`config.mk`:
```
export PLATFORM = sky130hd
export DESIGN_NAME = mmio_console
export DESIGN_NICKNAME = d
export VERILOG_FILES = /design/src/rtl/console_pkg.sv /design/src/rtl/sync_fifo.sv /design/src/rtl/mmio_console.sv
export SDC_FILE = /design/constraint.sdc
export NUM_CORES = 1
export LEC_CHECK = 0
export CAP_MARGIN = 30
export CORE_UTILIZATION = 42
export DETAILED_ROUTE_END_ITERATION = 10
export PLACE_DENSITY = 0.77
export RECOVER_POWER = 50
export SLEW_MARGIN = 5
export SYNTH_ARGS = -nofsm -noshare
export SYNTH_HDL_FRONTEND = slang
export SYNTH_SLANG_ARGS = --single-unit
export TNS_END_PERCENT = 5
```
`constraint.sdc`:
```
create_clock -name clk -period 3.1 [get_ports clk]
set_input_delay 0.62 -clock clk [delete_from_list [all_inputs] [get_ports clk]]
set_output_delay 0.62 -clock clk [all_outputs]
set_load 0.01 [all_outputs]
```
`src/rtl/console_pkg.sv`:
```
// Shared bus encodings, register offsets and STATUS packing for the MMIO console.
package console_pkg;

  typedef enum logic [1:0] {
    OP_IDLE  = 2'b00,
    OP_READ  = 2'b01,
    OP_WRITE = 2'b10,
    OP_RSVD  = 2'b11
  } mem_op_e;

  localparam logic [4:0] OFF_TXDATA = 5'h00;
  localparam logic [4:0] OFF_RXDATA = 5'h08;
  localparam logic [4:0] OFF_STATUS = 5'h10;

  localparam int STATUS_OVF_BIT = 2;
  localparam int STATUS_UDF_BIT = 3;

  function automatic logic [63:0] pack_status(
    input logic       tx_full,
    input logic       rx_empty,
    input logic       ovf,
    input logic       udf,
    input logic [7:0] tx_count,
    input logic [7:0] rx_count
  );
    return {32'b0, rx_count, tx_count, 12'b0, udf, ovf, rx_empty, tx_full};
  endfunction

endpackage

```
`src/rtl/sync_fifo.sv`:
```
// Single-clock FIFO; a push into a full FIFO is accepted when a pop happens in the same cycle.
module sync_fifo #(
  parameter int WIDTH = 8,
  parameter int DEPTH = 16
) (
  input  logic                     clk,
  input  logic                     rst_n,
  input  logic                     push,
  input  logic                     pop,
  input  logic [WIDTH-1:0]         din,
  output logic [WIDTH-1:0]         dout,
  output logic                     full,
  output logic                     empty,
  output logic [$clog2(DEPTH):0]   count
);

  localparam int AW = $clog2(DEPTH);
  localparam int CW = AW + 1;

  logic [WIDTH-1:0] mem_q [DEPTH];
  logic [AW-1:0]    wr_ptr_q, wr_ptr_d;
  logic [AW-1:0]    rd_ptr_q, rd_ptr_d;
  logic [CW-1:0]    count_q, count_d;
  logic             do_push, do_pop;

  assign full  = (count_q == CW'(DEPTH));
  assign empty = (count_q == '0);
  assign count = count_q;
  assign dout  = mem_q[rd_ptr_q];

  always_comb begin
    do_pop   = pop && !empty;
    do_push  = push && (!full || do_pop);
    wr_ptr_d = wr_ptr_q;
    rd_ptr_d = rd_ptr_q;
    count_d  = count_q;
    // DEPTH is a power of two, so pointer overflow wraps modulo DEPTH
    if (do_push) wr_ptr_d = wr_ptr_q + 1'b1;
    if (do_pop)  rd_ptr_d = rd_ptr_q + 1'b1;
    case ({do_push, do_pop})
      2'b10:   count_d = count_q + 1'b1;
      2'b01:   count_d = count_q - 1'b1;
      default: count_d = count_q;
    endcase
  end

  always_ff @(posedge clk or negedge rst_n) begin
    if (!rst_n) begin
      wr_ptr_q <= '0;
      rd_ptr_q <= '0;
      count_q  <= '0;
    end else begin
      wr_ptr_q <= wr_ptr_d;
      rd_ptr_q <= rd_ptr_d;
      count_q  <= count_d;
    end
  end

  always_ff @(posedge clk) begin
    if (do_push) mem_q[wr_ptr_q] <= din;
  end

endmodule

```
`src/rtl/mmio_console.sv`:
```
// Memory-mapped byte console: TXDATA/RXDATA/STATUS registers over TX and RX byte FIFOs.
// The RX path is built only when MMIO_CONSOLE_RX_EN is defined.
module mmio_console
  import console_pkg::*;
#(
  parameter logic [63:0] BASE_ADDR = 64'hFFFF_FFFF_FFFF_FF00,
  parameter int          DEPTH     = 16
) (
  input  logic        clk,
  input  logic        reset,
  input  logic [1:0]  mem_op,
  input  logic [63:0] mem_addr,
  input  logic [63:0] mem_write_bytes,
  output logic [63:0] mem_data,
  output logic        mem_hit,
  output logic        out_valid,
  input  logic        out_ready,
  output logic [7:0]  out_byte,
  input  logic        in_valid,
  output logic        in_ready,
  input  logic [7:0]  in_byte
);

  localparam int CW = $clog2(DEPTH) + 1;

  logic          in_window;
  logic [4:0]    offset;
  logic          is_rd, is_wr;
  logic          wr_tx, wr_status, rd_rx, rd_status;

  logic          tx_push, tx_pop, tx_full, tx_empty, tx_drop;
  logic [7:0]    tx_dout;
  logic [CW-1:0] tx_count;
  logic [8:0]    tx_cnt9;

  logic          rx_empty, rx_underflow;
  logic [7:0]    rx_head;
  logic [CW-1:0] rx_count;
  logic [8:0]    rx_cnt9;

  logic [63:0]   status_word;
  logic [63:0]   mem_data_q, mem_data_d;
  logic          mem_hit_q, mem_hit_d;
  logic          ovf_q, ovf_d;
  logic          udf_q, udf_d;

  assign in_window = (mem_addr[63:5] == BASE_ADDR[63:5]);
  assign offset    = mem_addr[4:0];
  assign is_rd     = (mem_op == OP_READ);
  assign is_wr     = (mem_op == OP_WRITE);
  assign wr_tx     = is_wr && in_window && (offset == OFF_TXDATA);
  assign wr_status = is_wr && in_window && (offset == OFF_STATUS);
  assign rd_rx     = is_rd && in_window && (offset == OFF_RXDATA);
  assign rd_status = is_rd && in_window && (offset == OFF_STATUS);

  assign tx_pop   = out_valid && out_ready;
  assign tx_push  = wr_tx;
  assign tx_drop  = wr_tx && tx_full && !tx_pop;

  sync_fifo #(.WIDTH(8), .DEPTH(DEPTH)) u_tx_fifo (
    .clk   (clk),
    .rst_n (reset),
    .push  (tx_push),
    .pop   (tx_pop),
    .din   (mem_write_bytes[7:0]),
    .dout  (tx_dout),
    .full  (tx_full),
    .empty (tx_empty),
    .count (tx_count)
  );

  assign out_valid = !tx_empty;
  assign out_byte  = tx_empty ? 8'h00 : tx_dout;

`ifdef MMIO_CONSOLE_RX_EN
  logic       rx_push, rx_pop, rx_full;
  logic [7:0] rx_dout;
  logic       rdy_q, rdy_d;

  // in_ready is held low for the first cycle after reset release
  assign rdy_d    = 1'b1;
  assign in_ready = rdy_q && !rx_full;
  assign rx_push  = in_valid && in_ready;
  assign rx_pop   = rd_rx && !rx_empty;

  always_ff @(posedge clk or negedge reset) begin
    if (!reset) rdy_q <= 1'b0;
    else        rdy_q <= rdy_d;
  end

  sync_fifo #(.WIDTH(8), .DEPTH(DEPTH)) u_rx_fifo (
    .clk   (clk),
    .rst_n (reset),
    .push  (rx_push),
    .pop   (rx_pop),
    .din   (in_byte),
    .dout  (rx_dout),
    .full  (rx_full),
    .empty (rx_empty),
    .count (rx_count)
  );

  assign rx_underflow = rd_rx && rx_empty;
  assign rx_head      = rx_empty ? 8'h00 : rx_dout;
`else
  logic unused_rx;

  assign in_ready     = 1'b0;
  assign rx_empty     = 1'b1;
  assign rx_count     = '0;
  assign rx_underflow = 1'b0;
  assign rx_head      = 8'h00;
  assign unused_rx    = ^{in_valid, in_byte};
`endif

  logic unused_misc;
  assign tx_cnt9     = 9'(tx_count);
  assign rx_cnt9     = 9'(rx_count);
  assign unused_misc = ^{mem_write_bytes[63:8], tx_cnt9[8], rx_cnt9[8]};

  assign status_word = pack_status(tx_full, rx_empty, ovf_q, udf_q,
                                   tx_cnt9[7:0], rx_cnt9[7:0]);

  // Flag setting is evaluated after clearing so a same-cycle set wins
  always_comb begin
    ovf_d = ovf_q;
    udf_d = udf_q;
    if (wr_status && mem_write_bytes[STATUS_OVF_BIT]) ovf_d = 1'b0;
    if (wr_status && mem_write_bytes[STATUS_UDF_BIT]) udf_d = 1'b0;
    if (tx_drop)      ovf_d = 1'b1;
    if (rx_underflow) udf_d = 1'b1;
  end

  always_comb begin
    mem_data_d = 64'b0;
    mem_hit_d  = 1'b0;
    if (rd_status) begin
      mem_hit_d  = 1'b1;
      mem_data_d = status_word;
    end else if (rd_rx) begin
      mem_hit_d  = 1'b1;
      mem_data_d = {56'b0, rx_head};
    end
  end

  always_ff @(posedge clk or negedge reset) begin
    if (!reset) begin
      mem_data_q <= 64'b0;
      mem_hit_q  <= 1'b0;
      ovf_q      <= 1'b0;
      udf_q      <= 1'b0;
    end else begin
      mem_data_q <= mem_data_d;
      mem_hit_q  <= mem_hit_d;
      ovf_q      <= ovf_d;
      udf_q      <= udf_d;
    end
  end

  assign mem_data = mem_data_q;
  assign mem_hit  = mem_hit_q;

endmodule

```
==> flow_summary.json, run 1 <==
{
  "run_status": "complete, no violations",
  "initial_utilization": 0.429,
  "cap_viol_max_count": 0,
  "setup.worst_path.start_class": "flop",
  "synthesis.instances": 405,
  "required_arrival_time_at_the_worst_endpoint_ns": 2.48,
  "area_occupied_by_multi_input_gates_um2": 2120,
  "synth.top_cells.by_area": "edfxtp_1, mux4_2, dfrtp_1",
  "rsz0062_at_grt": "true",
  "finalHoldViolCount": 0,
  "clock_path_buffers": 2,
  "setup_violations": 0,
  "clk_pin_slew_ns": 0.06,
  "synth-warning-count": 0,
  "yosys.cell_types.count": 38,
  "post-route-worst-setup-slack_ns": 0.0564,
  "synthMostInstantiatedCell": "edfxtp_1",
  "syn2layout_area_growth_pct": 32.0,
  "detailroute.via_count": 4017,
  "switching_fraction": 0.265,
  "netlist_area_um2": 6820,
  "min_path_type": "reg -> reg",
  "drt_iter0_drc": 331,
  "yosys_register_bits": 151,
  "ctsHoldBuffers": 0,
  "cell_taking_the_most_area_after_synthesis": "edfxtp_1",
  "synthesis.area_per_instance_um2": 16.8,
  "sequential_cell_area_um2": 4420,
  "final_net_count": 703,
  "numPortBuffers": 94,
  "synth_enable_flop_cells": 128,
  "ys_dominant_reg_cell": "edfxtp_1",
  "worstPathMaxFanout": 7,
  "critPathMostFrequentCell": "mux4_2",
  "first_global_vias": 4154,
  "cpMaxStageDelayCell": "mux4_2",
  "timing_worst_slew_pin_value_ns": 1.26,
  "p_seq_frac": 0.376,
  "post_dp_cell_area_um2": 8280,
  "cts-buffers-inserted": 17,
  "final_setup_skew_ns": 0.00764,
  "synth.cells.most_frequent": "edfxtp_1, buf_4, mux4_2",
  "clock_power_share": 0.333,
  "die_width_um": 129,
  "critPathArrivalTime_ns": 2.42,
  "layout_worst_path_cycle_share": 0.982,
  "post_drt_wl_per_cell_um": 19.8,
  "dpl.cell_count": 742,
  "comb_pwr_share": 0.291,
  "layoutNonFillerInstCount": 783,
  "switchingPower_mw": 1.68,
  "power_density_nw_per_um2": 706,
  "grt.total_usage": 0.194,
  "cts_num_sinks": 151,
  "core_area_um2": 15900,
  "place.detailed.hpwl_um": 9640,
  "worstSkewPairLatency_ns": 0.43,
  "gp_routability_congestion": 0.833,
  "ir_drop_mv": 0.449,
  "grt_pass1_wl_um": 22800,
  "relSlewSlack": 0.159,
  "critical_path_buf_inv_count": 2,
  "share_of_synthesized_area_occupied_by_flip_flops_and_latches": 0.648,
  "cell_by_cell_trace_of_the_critical_path": "buf_8 -> mux4_2 -> mux4_2 -> nor2b_4 -> buf_2",
  "critPathCaptureType": "output pin",
  "synth_top_area_frac": 0.564,
  "rows": 46,
  "number_of_antenna_violations_at_the_first_check_in_global_routing": 1,
  "cts_htree_levels": 4,
  "grt_start_max_net_pins": 36,
  "power.internal_mw": 4.68,
  "chipHeight_um": 129,
  "async_flop_share": 0.152,
  "grt_overflow_total": 0,
  "nFillCells": 1225,
  "die_area_um2": 16700,
  "layout.cell_area.non_filler_um2": 9000,
  "power.static_leakage_nw": 3.43,
  "cts_tree": "done",
  "path_class": "reg -> out",
  "critical_path.max_stage_delay_ns": 0.55,
  "critical-path-top-delay-family": "multiplexers",
  "drt_wl_total_um": 15500,
  "placement.setup.worst_slack_ns": -0.490,
  "drt_first_pass_iters": 4,
  "clock.fmax_mhz": 329,
  "postRouteAntennaNets": 0,
  "fin_crit_ns": 3.04,
  "top_level_ports": 217,
  "drive_above_1_share": 0.256,
  "drc": 0,
  "cts.root.buffer_cell": "clkbuf_16",
  "timing_max_transition_violations_final": 0,
  "vias_per_cell": 5.13
}
==> sequential cells by signal, summed over array words and instances, names as in the netlist <==
register and count:
u_tx_fifo.mem_q 128, mem_data 8, u_tx_fifo.count 5, u_tx_fifo.rd_ptr_q 4, u_tx_fifo.wr_ptr_q 4, mem_hit 1, ovf_q 1
==> logic make-up (layout without fill, tap and decap cells) <==
kind of cell	after synthesis	in the layout	share of synthesized area
compound gates	10	10	0.00936
xor+xnor	13	13	0.0167
fa+ha+maj	8	8	0.0147
buf+inv	79	184	0.0765
flops	151	151	0.648
mux	43	43	0.137
other cells	1	58	0.000550
simple gates	100	100	0.0969
==> cells in the final DEF, fill, tap and decap left out, types with 13 or more instances in the layout <==
cell type	instances
conb_1	57
dfrtp_1	22
clkbuf_16	17
and3_1	17
buf_12	16
nand4_1	19
buf_4	29
clkdlybuf4s50_1	61
mux4_2	40
dlymetal6s2s_1	13
edfxtp_1	128
==> worst paths after layout <==
| check | start | end | slack (ns) | cells past startpoint |
|---|---|---|---|---|
| max in group asynchronous | reset | u_tx_fifo.rd_ptr_q[0] | 1.28 | 2 |
| min | u_tx_fifo.count[4] | u_tx_fifo.count[4] | 0.52 | 1 |
| max reg2reg | u_tx_fifo.count[2] | u_tx_fifo.count[4] | 0.42 | 12 |
| min in group asynchronous | reset | u_tx_fifo.count[3] | 0.99 | 2 |
| max | u_tx_fifo.rd_ptr_q[0] | out_byte[4] | 0.06 | 5 |
| min reg2reg | u_tx_fifo.count[4] | u_tx_fifo.count[4] | 0.52 | 1 |
==> layer usage <==
metal,routed length [um],global-route usage,up-vias,share of wire
met5,0,0,-,0
met4,277,0.0834,0,0.018
met3,1090,0.0421,22,0.070
met2,8440,0.354,207,0.55
met1,5660,0.220,2014,0.37
li1,-,-,1774,-
==> timing repair <==
action	4_1_cts	5_1_grt
resized for setup	32	25
buffers inserted	7	1
setup endpoints to repair	9	11
gates cloned	2	0
pin swaps	0	14
==> per-stage QoR <==
| stage | utilization | hold slack (ns) | setup TNS (ns) | total power, mW |
|---|---|---|---|---|
| floorplan | - | 0.324 | -0.545 | 3.57 |
| global placement | 0.521 | 0.495 | -4.82 | 4.14 |
| detailed placement | 0.521 | 0.510 | -12.37 | 4.20 |
| CTS | 0.568 | 0.521 | -0.129 | 6.49 |
| global route | 0.567 | 0.539 | -0.0973 | 6.62 |
| finish | 0.567 | 0.519 | 0 | 6.36 |
==> power by group through the flow <==
stage               clock network, mW  logic, mW  registers (mW)
floorplan                           0       1.22            2.34
global placement                    0       1.73            2.42
detailed placement                  0       1.77            2.43
CTS                              2.14       1.96            2.39
global route                     2.24       1.99            2.40
finish                           2.12       1.85            2.39
==> cell type report <==
type | count | share of cell area
antenna | 1 | 0.000278
multi-input combinational | 231 | 0.235
inverter | 6 | 0.00278
timing repair buffer | 146 | 0.172
sequential | 151 | 0.491
tap | 216 | 0.0300
clock inverter | 14 | 0.0203
clock buffer | 18 | 0.0477
(Power assumes the default switching activity.)
==> run 2, diff against run 1 <==
--- a/config.mk
+++ b/config.mk
@@ -8,10 +8,11 @@
 export CAP_MARGIN = 30
 export CORE_UTILIZATION = 42
 export DETAILED_ROUTE_END_ITERATION = 10
-export PLACE_DENSITY = 0.77
+export PLACE_DENSITY = 0.76
 export RECOVER_POWER = 50
 export SLEW_MARGIN = 5
 export SYNTH_ARGS = -nofsm -noshare
 export SYNTH_HDL_FRONTEND = slang
+export SYNTH_HIERARCHICAL = 1
 export SYNTH_SLANG_ARGS = --single-unit
 export TNS_END_PERCENT = 5
==> flow_summary.json, run 2 <==
{
  "drive_above_1_share": 0.214,
  "max_flop_register": "u_tx_fifo/mem_q",
  "rsz0062_at_grt": "true",
  "nFillCells": 1223,
  "post-route-worst-setup-slack_ns": 0.0469,
  "required_arrival_time_at_the_worst_endpoint_ns": 2.48,
  "worstSkewPairLatency_ns": 0.42,
  "drt_first_pass_iters": 5,
  "min_path_type": "reg -> reg",
  "synthesis.instances": 431,
  "antenna_cells": 0,
  "synthMostInstantiatedCell": "edfxtp_1",
  "initial_utilization": 0.430,
  "netlist_area_um2": 6830,
  "power_density_nw_per_um2": 724,
  "numPortBuffers": 94,
  "path_class": "reg -> out",
  "grt.total_usage": 0.191,
  "die_area_um2": 16800,
  "largest_reg_flops": 128,
  "critPathArrivalTime_ns": 2.43,
  "yosys.cell_types.count": 48,
  "ctsHoldBuffers": 0,
  "postRouteAntennaNets": 0,
  "cell_taking_the_most_area_after_synthesis": "edfxtp_1",
  "chipHeight_um": 130,
  "vias_per_cell": 5.15,
  "async_flop_share": 0.152,
  "detailroute.via_count": 4143,
  "clock_path_buffers": 2,
  "fin_crit_ns": 3.05,
  "share_of_synthesized_area_occupied_by_flip_flops_and_latches": 0.647,
  "drt_wl_total_um": 14700,
  "synth-warning-count": 6,
  "clock.fmax_mhz": 328,
  "gp_routability_congestion": 0.898,
  "commonest_non_fill_non_tap_cell_in_the_layout": "edfxtp_1",
  "drc": 0,
  "rows": 46,
  "worstPathMaxFanout": 13,
  "ys_dominant_reg_cell": "edfxtp_1",
  "final_setup_skew_ns": 0.00576,
  "drt_iter0_drc": 247,
  "final_net_count": 727,
  "setup.worst_path.start_class": "flop",
  "critPathCaptureType": "output pin",
  "ir_drop_mv": 0.425,
  "synth_enable_flop_cells": 128,
  "syn2layout_area_growth_pct": 28.3,
  "cts.root.buffer_cell": "clkbuf_16",
  "cap_viol_max_count": 0,
  "power.static_leakage_nw": 3.18,
  "top_level_ports": 217,
  "sequential_cell_area_um2": 4420,
  "cts_htree_levels": 4,
  "clk_pin_slew_ns": 0.06,
  "run_status": "complete, no violations",
  "finalHoldViolCount": 0,
  "placement.setup.worst_slack_ns": -0.363,
  "area_occupied_by_multi_input_gates_um2": 2180,
  "grt_overflow_total": 0,
  "timing_worst_slew_pin_value_ns": 1.30,
  "cts-buffers-inserted": 17,
  "finish.utilization": 0.551,
  "yosys_register_bits": 151,
  "die_width_um": 130,
  "core_area_um2": 15900,
  "layout.cells.most_common_list": "edfxtp_1, clkdlybuf4s50_1, conb_1",
  "place.detailed.hpwl_um": 10500,
  "synth.top_cells.by_area": "edfxtp_1, mux4_2, dfrtp_1",
  "synth_top_area_frac": 0.563,
  "grt_pass1_wl_um": 22800,
  "number_of_antenna_violations_at_the_first_check_in_global_routing": 0,
  "synth.cells.most_frequent": "edfxtp_1, buf_4, mux4_2",
  "setup_violations": 0,
  "reg2reg_setup_slack_ns": 0.18,
  "cts_tree": "done",
  "relSlewSlack": 0.136,
  "post_drt_wl_per_cell_um": 18.3,
  "layout_worst_path_cycle_share": 0.985,
  "cts_num_sinks": 151,
  "timing_max_transition_violations_final": 0,
  "first_global_vias": 4249,
  "synthesis.area_per_instance_um2": 15.8,
  "grt_start_max_net_pins": 27
}
## run 2: changes by cell type in the layout (fill, tap and decap cells not counted), sizes merged, moves of 10 or more
cell           before  now
a22oi               0   16
nor2                7   17
and3               17    0
nand2               4   22
clkdlybuf4s50      61   77
dlymetal6s2s       13    1
buf                57   46
## run 2: kinds of logic after synthesis
group           share of synthesized area
compound gates                     0.0378
xor+xnor                           0.0141
fa+ha+maj                          0.0176
buf+inv                            0.0762
flops                               0.647
mux                                 0.114
other cells                      0.000549
simple gates                       0.0924
## run 2: what timing repair did
| item | in CTS | in global routing |
|---|---|---|
| setup endpoints to repair | 8 | 100 |
| buffers inserted | 1 | 0 |
| gates cloned | 1 | 0 |
| resized for setup | 12 | 4 |
| pin swaps | 2 | 0 |
## run 2: worst paths after layout
kind / startpoint / to / depth (start not counted)
worst min-delay path: ovf_q / ovf_q / 1
worst max register to register: u_tx_fifo/count[2] / u_tx_fifo/count[4] / 12
min in group asynchronous: reset / u_tx_fifo/rd_ptr_q[1] / 2
worst min register to register: ovf_q / ovf_q / 1
worst max-delay path: u_tx_fifo/rd_ptr_q[0] / out_byte[7] / 6
max in group asynchronous: reset / u_tx_fifo/rd_ptr_q[0] / 2
## run 2: worst max-delay path, stage by stage, from the launching register on
cell and delay, ns:
dfrtp_2 0.40, buf_12 0.18, mux4_2 0.52, a22oi_2 0.22, nand2_1 0.09, nor2b_1 0.13, clkdlybuf4s50_1 0.47
## run 2: metal layers
metal	routed length (um)	GRT usage
met5	0	0
met4	365	0.0780
met3	1040	0.0479
met2	7760	0.349
met1	5580	0.214
## run 2: through the flow
stage	area, um2	std cells	hold slack [ns]	TNS [ns]	total power [mW]
finish	8760	804	0.513	0	6.35
global route	8760	804	0.537	-0.0744	6.66
CTS	8750	804	0.516	-0.0625	6.42
detailed placement	8180	771	0.504	-31.90	4.55
global placement	8180	771	0.482	-26.85	4.47
floorplan	7090	487	0.324	0	3.75
## run 2: final cells by class
| type | instances | share of cell area |
|---|---|---|
| flip-flops and latches | 151 | 0.505 |
| repair buffers | 142 | 0.153 |
| well taps | 216 | 0.0309 |
| multi-input cells | 256 | 0.249 |
| clock buffers | 21 | 0.0503 |
| inverters | 8 | 0.00343 |
| clock inverters | 10 | 0.00928 |
## run 2: report_power, final
part	internal [mW]	switching (mW)
combinational	1.13	1.01
sequential	2.27	0.114
clock	1.09	0.738
total	4.49	1.86
==> run 3, diff against run 2 <==
--- a/config.mk
+++ b/config.mk
@@ -6,11 +6,12 @@
 export NUM_CORES = 1
 export LEC_CHECK = 0
 export CAP_MARGIN = 30
+export CORE_ASPECT_RATIO = 1.5
 export CORE_UTILIZATION = 42
 export DETAILED_ROUTE_END_ITERATION = 10
 export PLACE_DENSITY = 0.76
 export RECOVER_POWER = 50
-export SLEW_MARGIN = 5
+export SLEW_MARGIN = 20
 export SYNTH_ARGS = -nofsm -noshare
 export SYNTH_HDL_FRONTEND = slang
 export SYNTH_HIERARCHICAL = 1
==> flow_summary.json, run 3 (synthesis gave the netlist of run 2 again) <==
{
  "clock_power_share": 0.300,
  "grt_overflow_total": 0,
  "initial_utilization": 0.433,
  "syn2layout_area_growth_pct": 27.8,
  "fin_crit_ns": 2.99,
  "layout.cell_area.non_filler_um2": 8720,
  "die_area_um2": 16800,
  "drc": 0,
  "critPathCaptureType": "output pin",
  "cts-buffers-inserted": 17,
  "detailroute.via_count": 4047,
  "cap_viol_max_count": 0,
  "power.static_leakage_nw": 3.16,
  "finalSetupTns_ns": 0,
  "numPortBuffers": 94,
  "chipHeight_um": 158,
  "rsz0062_at_grt": "false",
  "antenna_cells": 0,
  "pwr_total_mw": 6.41,
  "drt_wl_total_um": 14400,
  "setup.worst_path.start_class": "flop",
  "drive_above_1_share": 0.208,
  "worstSkewPairLatency_ns": 0.42,
  "cts_num_sinks": 151,
  "layout_worst_path_cycle_share": 0.963,
  "largest_reg_flops": 128,
  "post_drt_wl_per_cell_um": 18.4,
  "max_flop_register": "u_tx_fifo/mem_q",
  "run_status": "complete, no violations",
  "switchingPower_mw": 1.97,
  "post_dp_cell_area_um2": 8110,
  "power.internal_mw": 4.43,
  "power_density_nw_per_um2": 734,
  "grt_start_max_net_pins": 33,
  "cts_tree": "done",
  "cts.root.buffer_cell": "clkbuf_16",
  "comb_pwr_share": 0.329,
  "hold_ws_ns": 0.529,
  "clock.fmax_mhz": 335,
  "required_arrival_time_at_the_worst_endpoint_ns": 2.48,
  "worstPathMaxFanout": 15,
  "gp_routability_congestion": 0.772,
  "clock_path_buffers": 2,
  "cts_htree_levels": 4,
  "drt_first_pass_iters": 7,
  "first_global_vias": 4180,
  "p_seq_frac": 0.371,
  "timing_worst_slew_pin_value_ns": 0.791,
  "grt_pass1_wl_um": 22400,
  "top_level_ports": 217,
  "commonest_non_fill_non_tap_cell_in_the_layout": "edfxtp_1",
  "drt_iter0_drc": 255,
  "core_area_um2": 15800,
  "number_of_antenna_violations_at_the_first_check_in_global_routing": 0,
  "postRouteAntennaNets": 0,
  "min_path_type": "reg -> reg",
  "path_class": "reg -> out",
  "relSlewSlack": 0.467,
  "switching_fraction": 0.308,
  "ir_drop_mv": 0.399,
  "layout.cells.most_common_list": "edfxtp_1, clkdlybuf4s50_1, conb_1",
  "final_net_count": 721,
  "rows": 56,
  "place.detailed.hpwl_um": 10200,
  "die_width_um": 106,
  "grt.total_usage": 0.185,
  "vias_per_cell": 5.15,
  "critPathArrivalTime_ns": 2.37,
  "final_setup_skew_ns": 0.0107,
  "timing_max_transition_violations_final": 0,
  "clk_pin_slew_ns": 0.06,
  "finalHoldViolCount": 0,
  "setup_violations": 0
}
## run 3: path summary, 6_finish.rpt
check | from | to | slack [ns] | depth (start not counted)
setup reg to reg | u_tx_fifo/count[2] | u_tx_fifo/count[4] | 0.31 | 12
hold / removal | ovf_q | mem_data[2] | 0.53 | 1
setup / recovery | u_tx_fifo/rd_ptr_q[0] | out_byte[0] | 0.11 | 6
min in group asynchronous | reset | u_tx_fifo/count[3] | 0.61 | 1
hold reg to reg | ovf_q | mem_data[2] | 0.53 | 1
max in group asynchronous | reset | u_tx_fifo/rd_ptr_q[0] | 1.42 | 2
## run 3: layout make-up
class                           instances  area (um2)
Clock buffer                           17         425
Tap cell                              203         254
Fill cell                            1257        7040
Timing Repair Buffer                  136        1290
Clock inverter                         15         136
Inverter                                8        30.0
Sequential cell                       151        4420
Multi-Input combinational cell        256        2170
## run 3: what timing repair did
action,CTS,global route
gates resized for setup,13,1
setup endpoints to repair,8,4
hold buffers,0,0
buffers inserted,1,0
cloned,1,0
## run 3: worst max-delay path, stage by stage (launching register included)
cell,delay (ns)
dfrtp_2,0.42
buf_12,0.20
mux4_2,0.52
a22oi_1,0.24
nand2_1,0.10
nor2b_1,0.17
dlygate4sd2_1,0.29
## run 3: layer usage
layer | up-vias | track usage | share of wire
met3 | 22 | 0.0432 | 0.064
met4 | 0 | 0.0800 | 0.024
li1 | 1823 | - | -
met2 | 228 | 0.350 | 0.56
met5 | - | 0 | 0
met1 | 1974 | 0.192 | 0.35
## run 3: per-stage QoR
step	utilization	cells	setup slack [ns]
floorplan	-	487	0.0244
global placement	0.515	752	-0.287
detailed placement	0.515	752	-0.324
CTS	0.554	786	0.0878
global route	0.553	786	0.00856
finish	0.553	786	0.113
## run 3: power groups by stage
| stage | combinational (mW) | sequential [mW] | clock [mW] |
|---|---|---|---|
| 3_5_place_dp | 2.10 | 2.41 | 0 |
| 3_3_place_gp | 2.06 | 2.41 | 0 |
| 5_1_grt | 2.28 | 2.39 | 2.04 |
| 4_1_cts | 2.15 | 2.38 | 1.96 |
| 2_1_floorplan | 1.38 | 2.37 | 0 |
| 6_report | 2.11 | 2.38 | 1.92 |
